[src/rtl/pb_event_arbiter.sv]
// Push-button front end: per-button synchronizer and debounce, release-event latching,
// and a round-robin valid/ready command arbiter. Define PB_PRESS_EVT_EN to also issue press events.
module pb_event_arbiter #(
  parameter int NUM_PB    = 4,
  parameter int DB_CYCLES = 16,
  parameter int ID_W      = $clog2(NUM_PB)
) (
  input  logic              clk,
  input  logic              rst_n,
  input  logic [NUM_PB-1:0] PB,
  input  logic              cmd_rdy,
  input  logic              ovr_clr,
  output logic              cmd_vld,
  output logic [ID_W-1:0]   cmd_id,
  output logic              cmd_press,
  output logic [NUM_PB-1:0] pending,
  output logic [NUM_PB-1:0] overrun
);

  localparam int CNT_W = (DB_CYCLES > 1) ? $clog2(DB_CYCLES) : 1;
  localparam logic [CNT_W-1:0] CNT_MAX = CNT_W'(DB_CYCLES - 1);

  typedef enum logic {IDLE, GRANT} state_t;
  state_t r_state, w_state_nxt;

  logic [NUM_PB-1:0] r_s1, r_s2, r_db, r_pend, r_ovr;
  logic [CNT_W-1:0]  r_cnt [NUM_PB];
  logic [NUM_PB-1:0] w_done, w_rise, w_clr_rel, w_set_ovr, w_ovr_set, w_elig;
  logic [ID_W-1:0]   r_cmd_id, r_ptr, w_sel, w_idx;
  logic              w_found, w_hs, w_srv_press;

  always_ff @(posedge clk or negedge rst_n) begin
    if (!rst_n) begin
      r_s1 <= '1;
      r_s2 <= '1;
    end else begin
      r_s1 <= PB;
      r_s2 <= r_s1;
    end
  end

  always_ff @(posedge clk or negedge rst_n) begin
    if (!rst_n) begin
      r_db <= '1;
      for (int unsigned i = 0; i < NUM_PB; i++) r_cnt[i] <= '0;
    end else begin
      for (int unsigned i = 0; i < NUM_PB; i++) begin
        if (r_s2[i] == r_db[i]) begin
          r_cnt[i] <= '0;
        end else if (r_cnt[i] == CNT_MAX) begin
          r_db[i]  <= r_s2[i];
          r_cnt[i] <= '0;
        end else begin
          r_cnt[i] <= r_cnt[i] + 1'b1;
        end
      end
    end
  end

  // Debounced edges are decoded from the counter so pending sets on the same edge db changes.
  always_comb begin
    w_done = '0;
    for (int unsigned i = 0; i < NUM_PB; i++)
      w_done[i] = (r_s2[i] != r_db[i]) && (r_cnt[i] == CNT_MAX);
  end
  assign w_rise = w_done & r_s2;

  assign w_hs = (r_state == GRANT) && cmd_rdy;

  always_comb begin
    w_clr_rel = '0;
    w_set_ovr = '0;
    for (int unsigned i = 0; i < NUM_PB; i++) begin
      w_clr_rel[i] = w_hs && (r_cmd_id == ID_W'(i)) && !w_srv_press;
      w_set_ovr[i] = w_rise[i] && r_pend[i] && !w_clr_rel[i];
    end
  end

  always_ff @(posedge clk or negedge rst_n) begin
    if (!rst_n) begin
      r_pend <= '0;
    end else begin
      for (int unsigned i = 0; i < NUM_PB; i++) begin
        if (w_rise[i])         r_pend[i] <= 1'b1;
        else if (w_clr_rel[i]) r_pend[i] <= 1'b0;
      end
    end
  end

`ifdef PB_PRESS_EVT_EN
  logic [NUM_PB-1:0] r_ppend, w_fall, w_clr_prs, w_pset_ovr;
  logic              r_cmd_press;

  assign w_fall = w_done & ~r_s2;

  always_comb begin
    w_clr_prs  = '0;
    w_pset_ovr = '0;
    for (int unsigned i = 0; i < NUM_PB; i++) begin
      w_clr_prs[i]  = w_hs && (r_cmd_id == ID_W'(i)) && r_cmd_press;
      w_pset_ovr[i] = w_fall[i] && r_ppend[i] && !w_clr_prs[i];
    end
  end

  always_ff @(posedge clk or negedge rst_n) begin
    if (!rst_n) begin
      r_ppend <= '0;
    end else begin
      for (int unsigned i = 0; i < NUM_PB; i++) begin
        if (w_fall[i])         r_ppend[i] <= 1'b1;
        else if (w_clr_prs[i]) r_ppend[i] <= 1'b0;
      end
    end
  end

  // Press is served ahead of release when both are pending on the selected button.
  always_ff @(posedge clk or negedge rst_n) begin
    if (!rst_n)                          r_cmd_press <= 1'b0;
    else if (r_state == IDLE && w_found) r_cmd_press <= r_ppend[w_sel];
  end

  assign w_elig      = r_pend | r_ppend;
  assign w_ovr_set   = w_set_ovr | w_pset_ovr;
  assign w_srv_press = r_cmd_press;
  assign cmd_press   = r_cmd_press;
`else
  assign w_elig      = r_pend;
  assign w_ovr_set   = w_set_ovr;
  assign w_srv_press = 1'b0;
  assign cmd_press   = 1'b0;
`endif

  always_ff @(posedge clk or negedge rst_n) begin
    if (!rst_n) begin
      r_ovr <= '0;
    end else begin
      for (int unsigned i = 0; i < NUM_PB; i++) begin
        if (w_ovr_set[i]) r_ovr[i] <= 1'b1;
        else if (ovr_clr) r_ovr[i] <= 1'b0;
      end
    end
  end

  always_comb begin
    w_found = 1'b0;
    w_sel   = '0;
    w_idx   = '0;
    for (int unsigned k = 0; k < NUM_PB; k++) begin
      w_idx = ID_W'((32'(r_ptr) + k) % 32'(NUM_PB));
      if (!w_found && w_elig[w_idx]) begin
        w_found = 1'b1;
        w_sel   = w_idx;
      end
    end
  end

  always_ff @(posedge clk or negedge rst_n) begin
    if (!rst_n) r_state <= IDLE;
    else        r_state <= w_state_nxt;
  end

  always_comb begin
    w_state_nxt = r_state;
    case (r_state)
      IDLE:    if (w_found) w_state_nxt = GRANT;
      GRANT:   if (cmd_rdy) w_state_nxt = IDLE;
      default: w_state_nxt = IDLE;
    endcase
  end

  always_comb begin
    cmd_vld = (r_state == GRANT);
  end

  always_ff @(posedge clk or negedge rst_n) begin
    if (!rst_n) begin
      r_cmd_id <= '0;
      r_ptr    <= '0;
    end else if (r_state == IDLE && w_found) begin
      r_cmd_id <= w_sel;
    end else if (w_hs) begin
      r_ptr <= (r_cmd_id == ID_W'(NUM_PB - 1)) ? '0 : r_cmd_id + 1'b1;
    end
  end

  assign cmd_id  = r_cmd_id;
  assign pending = r_pend;
  assign overrun = r_ovr;

endmodule

[config.mk]
export PLATFORM = sky130hd
export DESIGN_NAME = pb_event_arbiter
export DESIGN_NICKNAME = d
export VERILOG_FILES = /design/src/rtl/pb_event_arbiter.sv
export SDC_FILE = /design/constraint.sdc
export NUM_CORES = 1
export LEC_CHECK = 0
export ABC_AREA = 1
export CORE_AREA = 2 2 70 72
export DETAILED_ROUTE_END_ITERATION = 10
export DIE_AREA = 0 0 72 74
export PLACE_DENSITY = 0.69
export SYNTH_ARGS = -nofsm -noshare
export SYNTH_HDL_FRONTEND = slang
export SYNTH_SLANG_ARGS = --single-unit
[constraint.sdc]
create_clock -name clk -period 1.2 [get_ports clk]
set_input_delay 0.24 -clock clk [delete_from_list [all_inputs] [get_ports clk]]
set_output_delay 0.24 -clock clk [all_outputs]
set_load 0.01 [all_outputs]
======== After elaboration in Yosys (flattened, before gate mapping) ========
Index checks and enable logic that the tools add are counted.
cells by class
  $add $sub $neg .......................... 8
  magnitude comparators ................... 4
  equal/unequal tests ..................... 15
  muxes and demuxes ....................... 41
  bitwise gates (word level) .............. 7
  reduce and logical (&&, ||, !) cells .... 42
operators by type and width
  cell                                                                          count
  4-bit 2-to-1 mux                                                              8
  1-bit 2-to-1 mux                                                              23
  1-bit logical AND                                                             21
  4-bit by 1-bit adder with 4-bit output, second input constant                 4
  4-bit equality test, second input constant                                    4
  2-bit nonzero test                                                            8
  2-bit by 3-bit less-than comparator with 1-bit output, second input constant  4
  2-bit 2-to-1 mux                                                              5
  2-bit AND reduction                                                           5
  1-bit binary-select mux with 2-bit select                                     4
  1-bit logical NOT                                                             7
  1-bit inverter                                                                6
  2-bit by 1-bit adder with 2-bit output, second input constant                 2
  2-bit adder, second input constant                                            2
  4-bit bitwise AND                                                             1
  1-bit equality test                                                           4
  2-bit equality test, second input constant                                    2
  1-bit inequality test                                                         4
  2-bit by 1-bit equality test with 1-bit output, second input constant         1
  2-bit logical NOT                                                             1
  1-bit one-hot mux with 2 select lines                                         1
word-level totals
  register bits after elaboration ......... 41
  word-level logic and storage cells ...... 138

======== Depth between registers and ports, before layout ========
  depth in word-level cells ............... 15
  gate-level depth with buffers ........... 12
  gate-level depth less buffers ........... 11

======== Worst setup path after synthesis ========
OpenSTA, ideal clock, no wires.
  kind .................................... register -> register
  start point ............................. register r_ptr[0]
  end point ............................... register r_cmd_id[1], in the netlist cmd_id[1]
  data arrival time ....................... 1.159 ns
  setup slack ............................. -0.075 ns
  cell stages (with the launch flop) ...... 12
  path buffers ............................ 1
  cells stage by stage .................... dfrtp_1 > buf_6 > inv_6 > nand2_2 > nand3_1 > nand2_2 > nor2_4 > nand3_2 > nand2_2 > inv_2 > nand2_1 > nand2_1
on the way
  word-level cells in the longest chain between the ends .. 13
ends and longest elaborated chain
  what                                                                                             RTL line  source
  from (decl)                                                                                      29        logic [ID_W-1:0] r_cmd_id, r_ptr, w_sel, w_idx;
  from (signal assigned)                                                                           182       r_ptr <= (r_cmd_id == ID_W'(NUM_PB - 1)) ? '0 : r_cmd_id + 1'b1;
  parallel branches: the longest is 13 deep, another holds 2-bit by 1-bit adder with 2-bit output  -
  to (signal assigned)                                                                             180       r_cmd_id <= w_sel;
  to (decl)                                                                                        29
Several ways; the timed one is not identified. The select of a mux whose other input is x is not followed.
A chain may end at the register's enable or synchronous reset.

======== Worst setup path after layout ========
Same ends and word-level chain as after synthesis.

==> results.json <==
{
  "synth_area_sq_um": 1980,
  "setup_violations": 5,
  "drt_iter0_drc": 64,
  "maxCapViolCount": 0,
  "dp_hpwl_microns": 2490,
  "vias": 1623,
  "diodes": 0,
  "drv_slew": 0,
  "die_w_microns": 72,
  "synthCells": 232,
  "final.min_clock_period_ns": 1.45,
  "skew_ns": 0.00589,
  "hp-start": "PB[2]",
  "synth_edf_count": 0,
  "synth_nets": 248,
  "wl_per_cell_microns": 11.6,
  "totalWireLength_microns": 3980,
  "grtUsageTotal": 0.164,
  "synth_ff_type": "dfrtp_1",
  "avgSynthCellArea_sq_um": 8.52,
  "ys_seq_area_frac": 0.527,
  "htree_num_levels": 2,
  "worstSetupEndpointType": "register",
  "viasPerCell": 4.72,
  "max-vdd-ir-drop_mv": 1.04,
  "synth.distinct_cells": 27,
  "io_buffer_count": 18,
  "place.gp.congestion": 0.875,
  "ys_ff_latch": 41,
  "hold_viol_final": 0,
  "nNetsFinal": 305,
  "drive_gt1_frac": 0.410,
  "multi_input_area_sq_um": 931,
  "r2r-start": "r_ptr[0]$_DFFE_PN0P_",
  "async_reset_ff_frac": 1.00,
  "holdCritPathClass": "primary input to register",
  "path_clk_slew_ns": 0.08,
  "ios": 20,
  "grt-ovfl-total": 0,
  "core_area_sq_um": 4600,
  "grt_pass1_vias": 1644,
  "cp-start-kind": "register",
  "cp.required_ns": 1.39,
  "startpoint": "r_ptr[0]$_DFFE_PN0P_",
  "grt_pass1_wl_microns": 6690,
  "start_util": 0.430,
  "rows": 25,
  "status": "finished, violations left",
  "cts-root-buf": "clkbuf_8",
  "cts_tree": "done",
  "fmax_ghz": 0.690,
  "rsz0062_at_grt": "true",
  "register_area_sq_um": 1040,
  "powerDensity_nw_per_um2": 1940,
  "final.period_utilization": 1.21,
  "dieHeight_microns": 74,
  "ant_nets": 0,
  "place_area_sq_um": 2330,
  "cts_sinks": 41,
  "cp_max_fo": 4,
  "cts_buffers": 5,
  "clockBufferDepth": 2,
  "leakagePower_nw": 1.38,
  "violations": "negative setup slack",
  "first_pass_iters": 4,
  "die_area_sq_um": 5330,
  "critPathKind": "register to register",
  "area_delta_synth_final_pct": 41.4,
  "crit_arrival_ns": 1.64,
  "utilization": 0.607,
  "drc": 0,
  "fillCellCount": 389,
  "grt_start_max_net_pins": 42,
  "ys.warnings.count": 0,
  "stdcell_area_sq_um": 2790,
  "clk_latency_ns": 0.29,
  "grt_antenna_before_repair": 0,
  "worst_slack_ns": -0.249,
  "tns_ns": -0.766
}
-- power by group --
| part | internal (W) | switching (W) |
|---|---|---|
| Sequential | 0.00155 | 0.000148 |
| Combinational | 0.00105 | 0.00135 |
| Clock | 0.000826 | 0.000473 |
-- state kept, by name, indices dropped and copies added, names as in the netlist --
| signal | count |
|---|---|
| r_s1 | 4 |
| cmd_vld | 1 |
| overrun | 4 |
| r_ptr | 2 |
| r_s2 | 4 |
| r_cnt | 16 |
| r_db | 4 |
| cmd_id | 2 |
| pending | 4 |
-- worst max-delay path, cell delays in order, from the launching register on --
cell,delay (ns)
dfrtp_2,0.47
buf_6,0.16
nand2_4,0.06
nand2_2,0.07
nand2_2,0.08
nand2_2,0.06
nor2_4,0.09
nand3_2,0.12
nand2_4,0.11
inv_2,0.03
nand2_1,0.05
nand2_1,0.05
-- synth_stat cells, types with 4 or more instances --
master,instances,area [sq um]
nand2_1,61,229
inv_1,36,135
dfrtp_1,29,726
nor2_1,22,82.6
dfstp_2,12,315
nand3_1,12,60.1
ha_1,8,100
o21ai_0,7,35.0
nand2_2,5,31.3
or2_1,5,31.3
inv_2,4,15.0
nor3_1,4,20.0
xor2_1,4,35.0
-- cell usage in the layout, fill, tap and decap left out, types with 3 or more instances in the layout --
master           count
nand3_1             10
nand3_2              3
clkdlybuf4s15_1      4
nand2_2             16
dfrtp_1             26
buf_6                7
dfrtp_2              3
buf_4               28
xor2_1               4
inv_1               27
nor2_1              18
clkdlybuf4s50_1      6
buf_2                3
o21ai_0              5
or2_1                5
a21oi_1              3
nor3_4               3
inv_2               10
clkbuf_8             5
o21ai_1              4
nor2_2               4
xnor2_1              3
nand2_1             44
ha_2                 3
ha_1                 3
dfstp_2             12
nand2_4              6
-- layout make-up --
type,instances,share of cell area
timing repair buffer,52,0.159
tap,54,0.0242
clock buffer,5,0.0246
inverter,41,0.0614
multi-input combinational,148,0.333
sequential,41,0.374
clock inverter,3,0.0233
-- repair_timing --
action,CTS,global route
pin swaps,10,20
setup buffers,13,7
hold endpoints to repair,29,0
gates resized for setup,55,46
hold buffers,1,0
setup endpoints to repair,18,22
-- cell families after synthesis --
family | Yosys count | share of synthesized area
AND/OR/NAND/NOR | 115 | 0.254
flip-flops | 41 | 0.527
XOR/XNOR | 7 | 0.0310
adder cells (fa/ha/maj) | 8 | 0.0507
AO/OA/AOI/OAI | 17 | 0.0456
buffers and inverters | 43 | 0.0899
other | 1 | 0.00190
-- metrics by stage --
stage,worst slack [ns],cells,hold slack [ns],total power (W)
after floorplan,-0.0519,232,-0.0556,0.00285
after global placement,-0.240,315,0.227,0.00340
after detailed placement,-0.287,315,0.229,0.00343
after CTS,-0.175,337,0.337,0.00504
after global routing,-0.306,344,0.346,0.00573
final,-0.249,344,0.349,0.00540
-- path summary, 6_finish.rpt --
path                                         end  slack, ns  cells after the start
hold / removal                 r_s1[2]$_DFF_PN1_       0.35                      1
max in group asynchronous      r_s2[1]$_DFF_PN1_       0.50                      3
setup / recovery           cmd_id[1]$_DFFE_PN0P_      -0.25                     11
min in group asynchronous     r_cnt[5]$_DFF_PN0_       0.44                      3
setup reg to reg           cmd_id[1]$_DFFE_PN0P_      -0.25                     11
hold reg to reg                r_s2[3]$_DFF_PN1_       0.36                      0
-- layer usage --
| layer | up-vias | track usage | wire length, microns |
|---|---|---|---|
| met2 | 26 | 0.288 | 2050 |
| met3 | 12 | 0.0447 | 113 |
| li1 | 822 | - | - |
| met4 | 0 | 0.0818 | 113 |
| met1 | 763 | 0.186 | 1700 |
| met5 | - | 0 | 0 |
(Power assumes the default switching activity.)
